## src/rtl/risc_mgmt_decode_pkg.sv

```systemverilog
// Shared types and helpers for the decode-stage extension arbiter.
// Holds the arbitration-mode and FSM-state enums plus a multi-claim detector.
package risc_mgmt_decode_pkg;

  typedef enum logic {
    FIXED = 1'b0,
    RR    = 1'b1
  } arb_mode_t;

  typedef enum logic [1:0] {
    IDLE   = 2'd0,
    LOCKED = 2'd1,
    TOUT   = 2'd2
  } dec_arb_state_t;

  localparam int MAX_EXT = 16;
  localparam int CNT_W   = 8;

  // True when more than one bit of the (zero-extended) claim vector is set.
  function automatic logic multi_hot(input logic [MAX_EXT-1:0] v);
    return (v & (v - 16'd1)) != 16'd0;
  endfunction

endpackage

```

## src/rtl/risc_mgmt_decode_arbiter_rr_priority_arbiter.sv

```systemverilog
// Rotating-priority winner search: first request at or after ptr, modulo N.
// A fixed-priority search is obtained by tying ptr to zero.
module rr_priority_arbiter #(
  parameter int N     = 4,
  parameter int IDX_W = 2
) (
  input  logic [N-1:0]     req,
  input  logic [IDX_W-1:0] ptr,
  output logic [N-1:0]     gnt,
  output logic [IDX_W-1:0] idx,
  output logic             valid
);

  // Scan all N positions starting at ptr and latch the first hit.
  always_comb begin : p_search
    int   cand_s;
    logic hit_s;
    gnt    = {N{1'b0}};
    idx    = {IDX_W{1'b0}};
    valid  = 1'b0;
    cand_s = 0;
    hit_s  = 1'b0;
    for (int i = 0; i < N; i++) begin
      cand_s = int'(ptr) + i;
      cand_s = (cand_s >= N) ? (cand_s - N) : cand_s;
      hit_s  = ~valid & req[cand_s];
      gnt[cand_s] = gnt[cand_s] | hit_s;
      idx    = hit_s ? IDX_W'(cand_s) : idx;
      valid  = valid | hit_s;
    end
  end

endmodule

```

## src/rtl/risc_mgmt_decode_arbiter.sv

```systemverilog
// Decode-stage arbiter between custom-instruction extensions: grants one
// claimant, routes its register selects and bounds its pipeline stall.
import risc_mgmt_decode_pkg::*;

module risc_mgmt_decode_arbiter #(
  parameter int        N_EXT      = 4,
  parameter int        REG_W      = 5,
  parameter arb_mode_t ARB_MODE   = FIXED,
  parameter int        MAX_BUBBLE = 15,
  localparam int       IDX_W      = (N_EXT > 1) ? $clog2(N_EXT) : 1
) (
  input  logic                   CLK,
  input  logic                   RST,
  input  logic                   insn_valid,
  input  logic [N_EXT-1:0]       ext_claim,
  input  logic [N_EXT-1:0]       ext_bubble_req,
  input  logic [N_EXT*REG_W-1:0] ext_rsel_s_0,
  input  logic [N_EXT*REG_W-1:0] ext_rsel_s_1,
  input  logic [N_EXT*REG_W-1:0] ext_rsel_d,
  input  logic                   err_clr,
  output logic                   insn_claim,
  output logic                   bubble_req,
  output logic [REG_W-1:0]       rsel_s_0,
  output logic [REG_W-1:0]       rsel_s_1,
  output logic [REG_W-1:0]       rsel_d,
  output logic [N_EXT-1:0]       grant,
  output logic [IDX_W-1:0]       grant_id,
  output logic                   multi_claim_err,
  output logic                   timeout_err
);

  localparam logic [CNT_W-1:0] LAST_CNT = CNT_W'(MAX_BUBBLE - 1);
  localparam logic [N_EXT-1:0] ONE_HOT0 = {{(N_EXT-1){1'b0}}, 1'b1};

  dec_arb_state_t   state_r, state_nxt_s;
  logic [IDX_W-1:0] lock_id_r, lock_id_nxt_s;
  logic [CNT_W-1:0] bub_cnt_r, bub_cnt_nxt_s;
  logic [IDX_W-1:0] rr_ptr_r, rr_ptr_nxt_s;
  logic             multi_claim_err_r;
  logic             timeout_err_r;

  logic [N_EXT-1:0] arb_req_s;
  logic [IDX_W-1:0] arb_ptr_s;
  logic [N_EXT-1:0] arb_gnt_s;
  logic [IDX_W-1:0] arb_idx_s;
  logic             arb_valid_s;
  logic [IDX_W-1:0] sel_id_s;
  logic             sel_en_s;
  logic             mce_set_s;

  function automatic logic [IDX_W-1:0] wrap_inc(input logic [IDX_W-1:0] i);
    if (i == IDX_W'(N_EXT - 1)) begin
      return {IDX_W{1'b0}};
    end else begin
      return i + IDX_W'(1);
    end
  endfunction

  assign arb_req_s = insn_valid ? ext_claim : {N_EXT{1'b0}};
  assign arb_ptr_s = (ARB_MODE == RR) ? rr_ptr_r : {IDX_W{1'b0}};

  rr_priority_arbiter #(
    .N     (N_EXT),
    .IDX_W (IDX_W)
  ) u_search (
    .req   (arb_req_s),
    .ptr   (arb_ptr_s),
    .gnt   (arb_gnt_s),
    .idx   (arb_idx_s),
    .valid (arb_valid_s)
  );

  // Multi-claim is only meaningful when the arbiter is actually choosing.
  assign mce_set_s = (state_r == IDLE) & insn_valid & multi_hot(MAX_EXT'(ext_claim));

  // Next-state and combinational grant outputs.
  always_comb begin
    state_nxt_s   = state_r;
    lock_id_nxt_s = lock_id_r;
    bub_cnt_nxt_s = bub_cnt_r;
    rr_ptr_nxt_s  = rr_ptr_r;
    insn_claim    = 1'b0;
    bubble_req    = 1'b0;
    grant         = {N_EXT{1'b0}};
    grant_id      = {IDX_W{1'b0}};
    sel_id_s      = {IDX_W{1'b0}};
    sel_en_s      = 1'b0;
    case (state_r)
      IDLE: begin
        if (arb_valid_s) begin
          insn_claim = 1'b1;
          grant      = arb_gnt_s;
          grant_id   = arb_idx_s;
          sel_id_s   = arb_idx_s;
          sel_en_s   = 1'b1;
          bubble_req = ext_bubble_req[arb_idx_s];
          if (ext_bubble_req[arb_idx_s]) begin
            state_nxt_s   = (MAX_BUBBLE == 1) ? TOUT : LOCKED;
            lock_id_nxt_s = arb_idx_s;
            bub_cnt_nxt_s = 8'd1;
          end else begin
            rr_ptr_nxt_s = wrap_inc(arb_idx_s);
          end
        end else begin
          state_nxt_s = IDLE;
        end
      end
      LOCKED: begin
        insn_claim = 1'b1;
        grant      = ONE_HOT0 << lock_id_r;
        grant_id   = lock_id_r;
        sel_id_s   = lock_id_r;
        sel_en_s   = 1'b1;
        bubble_req = ext_bubble_req[lock_id_r];
        // A released stall ends the grant; it does not count as a bubble.
        if (!ext_bubble_req[lock_id_r]) begin
          state_nxt_s   = IDLE;
          bub_cnt_nxt_s = 8'd0;
          rr_ptr_nxt_s  = wrap_inc(lock_id_r);
        end else if (bub_cnt_r < LAST_CNT) begin
          bub_cnt_nxt_s = bub_cnt_r + 8'd1;
        end else begin
          state_nxt_s = TOUT;
        end
      end
      TOUT: begin
        insn_claim    = 1'b1;
        grant         = ONE_HOT0 << lock_id_r;
        grant_id      = lock_id_r;
        sel_id_s      = lock_id_r;
        sel_en_s      = 1'b1;
        bubble_req    = 1'b0;
        state_nxt_s   = IDLE;
        bub_cnt_nxt_s = 8'd0;
        rr_ptr_nxt_s  = wrap_inc(lock_id_r);
      end
      default: begin
        state_nxt_s   = IDLE;
        bub_cnt_nxt_s = 8'd0;
      end
    endcase
  end

  // Register-select routing from the current owner.
  always_comb begin
    if (sel_en_s) begin
      rsel_s_0 = ext_rsel_s_0[sel_id_s*REG_W +: REG_W];
      rsel_s_1 = ext_rsel_s_1[sel_id_s*REG_W +: REG_W];
      rsel_d   = ext_rsel_d[sel_id_s*REG_W +: REG_W];
    end else begin
      rsel_s_0 = {REG_W{1'b0}};
      rsel_s_1 = {REG_W{1'b0}};
      rsel_d   = {REG_W{1'b0}};
    end
  end

  // State, pointer and error-flag registers.
  always_ff @(posedge CLK) begin
    if (RST) begin
      state_r           <= IDLE;
      lock_id_r         <= {IDX_W{1'b0}};
      bub_cnt_r         <= 8'd0;
      rr_ptr_r          <= {IDX_W{1'b0}};
      multi_claim_err_r <= 1'b0;
      timeout_err_r     <= 1'b0;
    end else begin
      state_r           <= state_nxt_s;
      lock_id_r         <= lock_id_nxt_s;
      bub_cnt_r         <= bub_cnt_nxt_s;
      rr_ptr_r          <= rr_ptr_nxt_s;
      // Set dominates clear so a fresh violation is never lost.
      multi_claim_err_r <= mce_set_s | (multi_claim_err_r & ~err_clr);
      timeout_err_r     <= (state_nxt_s == TOUT);
    end
  end

  assign multi_claim_err = multi_claim_err_r;
  assign timeout_err     = timeout_err_r;

endmodule

```

## config.mk

```make
export PLATFORM = sky130hd
export DESIGN_NAME = risc_mgmt_decode_arbiter
export DESIGN_NICKNAME = d
export VERILOG_FILES = /design/src/rtl/risc_mgmt_decode_pkg.sv /design/src/rtl/risc_mgmt_decode_arbiter_rr_priority_arbiter.sv /design/src/rtl/risc_mgmt_decode_arbiter.sv
export SDC_FILE = /design/constraint.sdc
export NUM_CORES = 1
export LEC_CHECK = 0
export ABC_CLOCK_PERIOD_IN_PS = 4550
export BUFFER_PORTS_ARGS = -buffer_cell sky130_fd_sc_hd__buf_2
export CAP_MARGIN = 20
export CORE_MARGIN = 2
export CORE_UTILIZATION = 35
export CTS_BUF_LIST = sky130_fd_sc_hd__clkbuf_8
export CTS_CLUSTER_DIAMETER = 120
export DETAILED_ROUTE_END_ITERATION = 10
export PLACE_DENSITY_LB_ADDON = 0.2
export SLEW_MARGIN = 0
export SYNTH_ARGS = -nofsm -noshare
export SYNTH_HDL_FRONTEND = slang
export SYNTH_SLANG_ARGS = --single-unit
```

## constraint.sdc

```tcl
create_clock -name CLK -period 4.55 [get_ports CLK]
set_input_delay 0.2275 -clock CLK [delete_from_list [all_inputs] [get_ports CLK]]
set_output_delay 0.2275 -clock CLK [all_outputs]
set_load 0.01 [all_outputs]
```

==> summary.txt <==
Finish
  – Antenna diodes: 0
  – Fin util: 47.9%
  – P&R area growth vs syn: 32.6%
  – Layout cells sized above 1: 51.4%
  – Final net count: 365
  – FILL cells: 471

Place
  – DP Worst Slack: 1.71 ns
  – Port-buffer cells: 96
  – DP HPWL: 3840 um
  – GPL Wtd Cong: 0.834

Drt
  – Metal2 WL: 2450 um
  – Met3 Routed Length: 170 um
  – # DRC: 0
  – DR vias: 1771
  – M1 wire length: 2050 um
  – Vias/cell: 5.18
  – Final WL: 4730 um
  – Iteration-0 DRC Markers: 66
  – Max Used Layer: met4
  – Antenna viol nets, final: 0
  – DR WL/cell: 13.8 um
  – DRT Pass-1 Iters: 4

Synth
  – Sequential fraction of the synthesis area: 16.5%
  – Post-synth ARST share: 0%
  – Post-synth net total: 272
  – Ys Warns: 0
  – Post-synth top flop: dfxtp_1
  – Cells after synthesis: 196
  – Number of enable flip-flop cells after synthesis: 0
  – Syn_area_per_cell: 8.65 um2
  – Mapped Area: 0.00170 mm2
  – Synth cell types: 56
  – Yosys reg bits: 14

Timing
  – Worst setup margin: 1.65 ns
  – Hold Vio Cnt, Final: 0
  – Slew HR: 43.1%
  – Max Fclk: 344 MHz
  – Fin Setup TNS: 0 ns
  – Slew Limit Fails: 0
  – Final setup vio count: 0
  – Final Skew: 0.000391 ns
  – Tcrit/Tclk final: 63.8%
  – Fin crit period: 2.90 ns
  – Worst-margin pin slew: 0.853 ns
  – RSZ-0062 raised after global routing: no

Power
  – Final Power: 431 uW
  – Pwr per Cell Area: 192 mW/mm2
  – P_leak: 1.02 nW
  – VDD IR-drop max: 0.108 mV

Clocking
  – CTS tree: built
  – Clk slew on worst S/H paths: 0.06 ns
  – Post-cts resize count: 0
  – H-tree lvl count: 1
  – Clock Tree Buf Depth: 2
  – Post-CTS Setup Repair Bufs: 0
  – CTS sink cnt: 14
  – Clock Root Buffer: clkbuf_8
  – Hold-fix buffers, CTS: 0
  – Total CTS buffers: 3
  – Clock Latency Late Sink: 0.24 ns

Min path
  – Worst hold path type: in2reg
  – Hold path cells: 3

Critical path
  – Crit path launch type: flop
  – Path depth of the worst reg2reg path: 5
  – WS Path Type: reg2out
  – Crit path DAT: 2.68 ns
  – Crit-path max FO: 16
  – Nature of the critical path endpoint: output port
  – Req. time, crit path: 4.32 ns

Floorplanning
  – Total I/O pin count: 97
  – Die ar.: 0.00542 mm2
  – Starting Density: 36.1%
  – Core Rows: 25
  – Die span in y: 73.6 um
  – Chip width: 73.6 um
  – Core area: 0.00469 mm2

Global route
  – Vias in the first global route: 1570
  – Largest net degree at the start of global routing: 26
  – GRT Residual Overflow: 0
  – Initial antenna violation count: 0
  – First-pass GRT wire length: 7260 um
  – Tot GR Track Use: 16.5%

Outcome
  – Status: completed

Flow run
  – Max_cap viols: 0
## layout by cell type (no fill, tap or decap), types with 3 or more instances in the layout
master and n:
a211oi_1 7, a211oi_2 10, a21oi_1 10, and2_1 3, and3_1 3, buf_2 96
clkbuf_8 4, dfxtp_1 14, ha_1 4, inv_1 10, mux2_2 15, mux2i_1 17
nand2_1 10, nand3_1 3, nor2_1 31, o21ai_0 5
## report_power, final
| part | total [mW] | switching [mW] | internal [mW] |
|---|---|---|---|
| combinational | 0.179 | 0.0939 | 0.0854 |
| clock | 0.123 | 0.0464 | 0.0766 |
| sequential | 0.129 | 0.00303 | 0.125 |
## flip-flops by register name (all words and copies together) (netlist names)
signal           flops
timeout_err          1
state_r              2
multi_claim_err      1
lock_id_r            2
bub_cnt_r            8
## worst max-delay path: stages, from the launching register on
cell and delay [ns]:
dfxtp_1 0.38, inv_1 0.08, ha_1 0.33, nand2_1 0.15, o22ai_2 0.71, mux2_2 0.42, nor2_1 0.14, a211oi_2 0.06
buf_2 0.16
## worst paths after layout
kind	from	to	slack, ns
hold reg to reg	multi_claim_err$_SDFF_PP0_	multi_claim_err$_SDFF_PP0_	0.47
setup reg to reg	lock_id_r[0]$_SDFFE_PP0P_	bub_cnt_r[2]$_SDFFE_PP0P_	2.65
setup / recovery	state_r[1]$_SDFF_PP0_	rsel_s_1[1]	1.65
hold / removal	err_clr	multi_claim_err$_SDFF_PP0_	0.24
## layer usage
metal,GRT usage [%],vias to the layer above
met3,1.78,6
met2,29.2,53
met1,21.3,800
met4,4.04,0
met5,0,-
li1,-,912
## stage by stage
step / instance area [um2] / hold slack, ns / std cells
global route: 2250 / 0.282 / 342
CTS: 2230 / 0.239 / 341
detailed placement: 2180 / 0.460 / 337
floorplan: 1700 / 0.409 / 196
finish: 2250 / 0.241 / 342
global placement: 2180 / 0.464 / 337
## synth_stat cells, types with 3 or more instances
library cell	count	share of area, %
nor2_1	31	6.9
mux2i_1	17	10
mux2_2	15	10
dfxtp_1	14	17
a21oi_1	11	3.2
a211oi_2	10	7.4
inv_1	10	2.2
nand2_1	10	2.2
a211oi_1	7	3.1
o21ai_0	5	1.5
ha_1	4	3.0
and2_1	3	1.1
and3_1	3	1.1
buf_2	3	0.89
clkbuf_1	3	0.66
nand3_1	3	0.89
## cell families (layout without fill, tap and decap cells)
family,count (synthesis),in the layout,share of synthesized area (%)
buffers and inverters,22,114,7.38
flip-flops,14,14,16.5
multiplexers,33,33,21.3
adder cells (fa/ha/maj),5,5,3.54
AND/OR/NAND/NOR,68,68,21.8
AO/OA/AOI/OAI,54,54,29.4
## area by class of cell
type                            count  area (um2)  share of cell area (%)
Sequential cell                    14         280                    12.5
Timing Repair Buffer               99         510                    22.7
Clock buffer                        4        55.1                    2.45
Inverter                           11        41.3                    1.84
Tap cell                           54        67.6                    3.01
Multi-Input combinational cell    160        1290                    57.5
No activity file was read; power rests on OpenSTA's default activity.
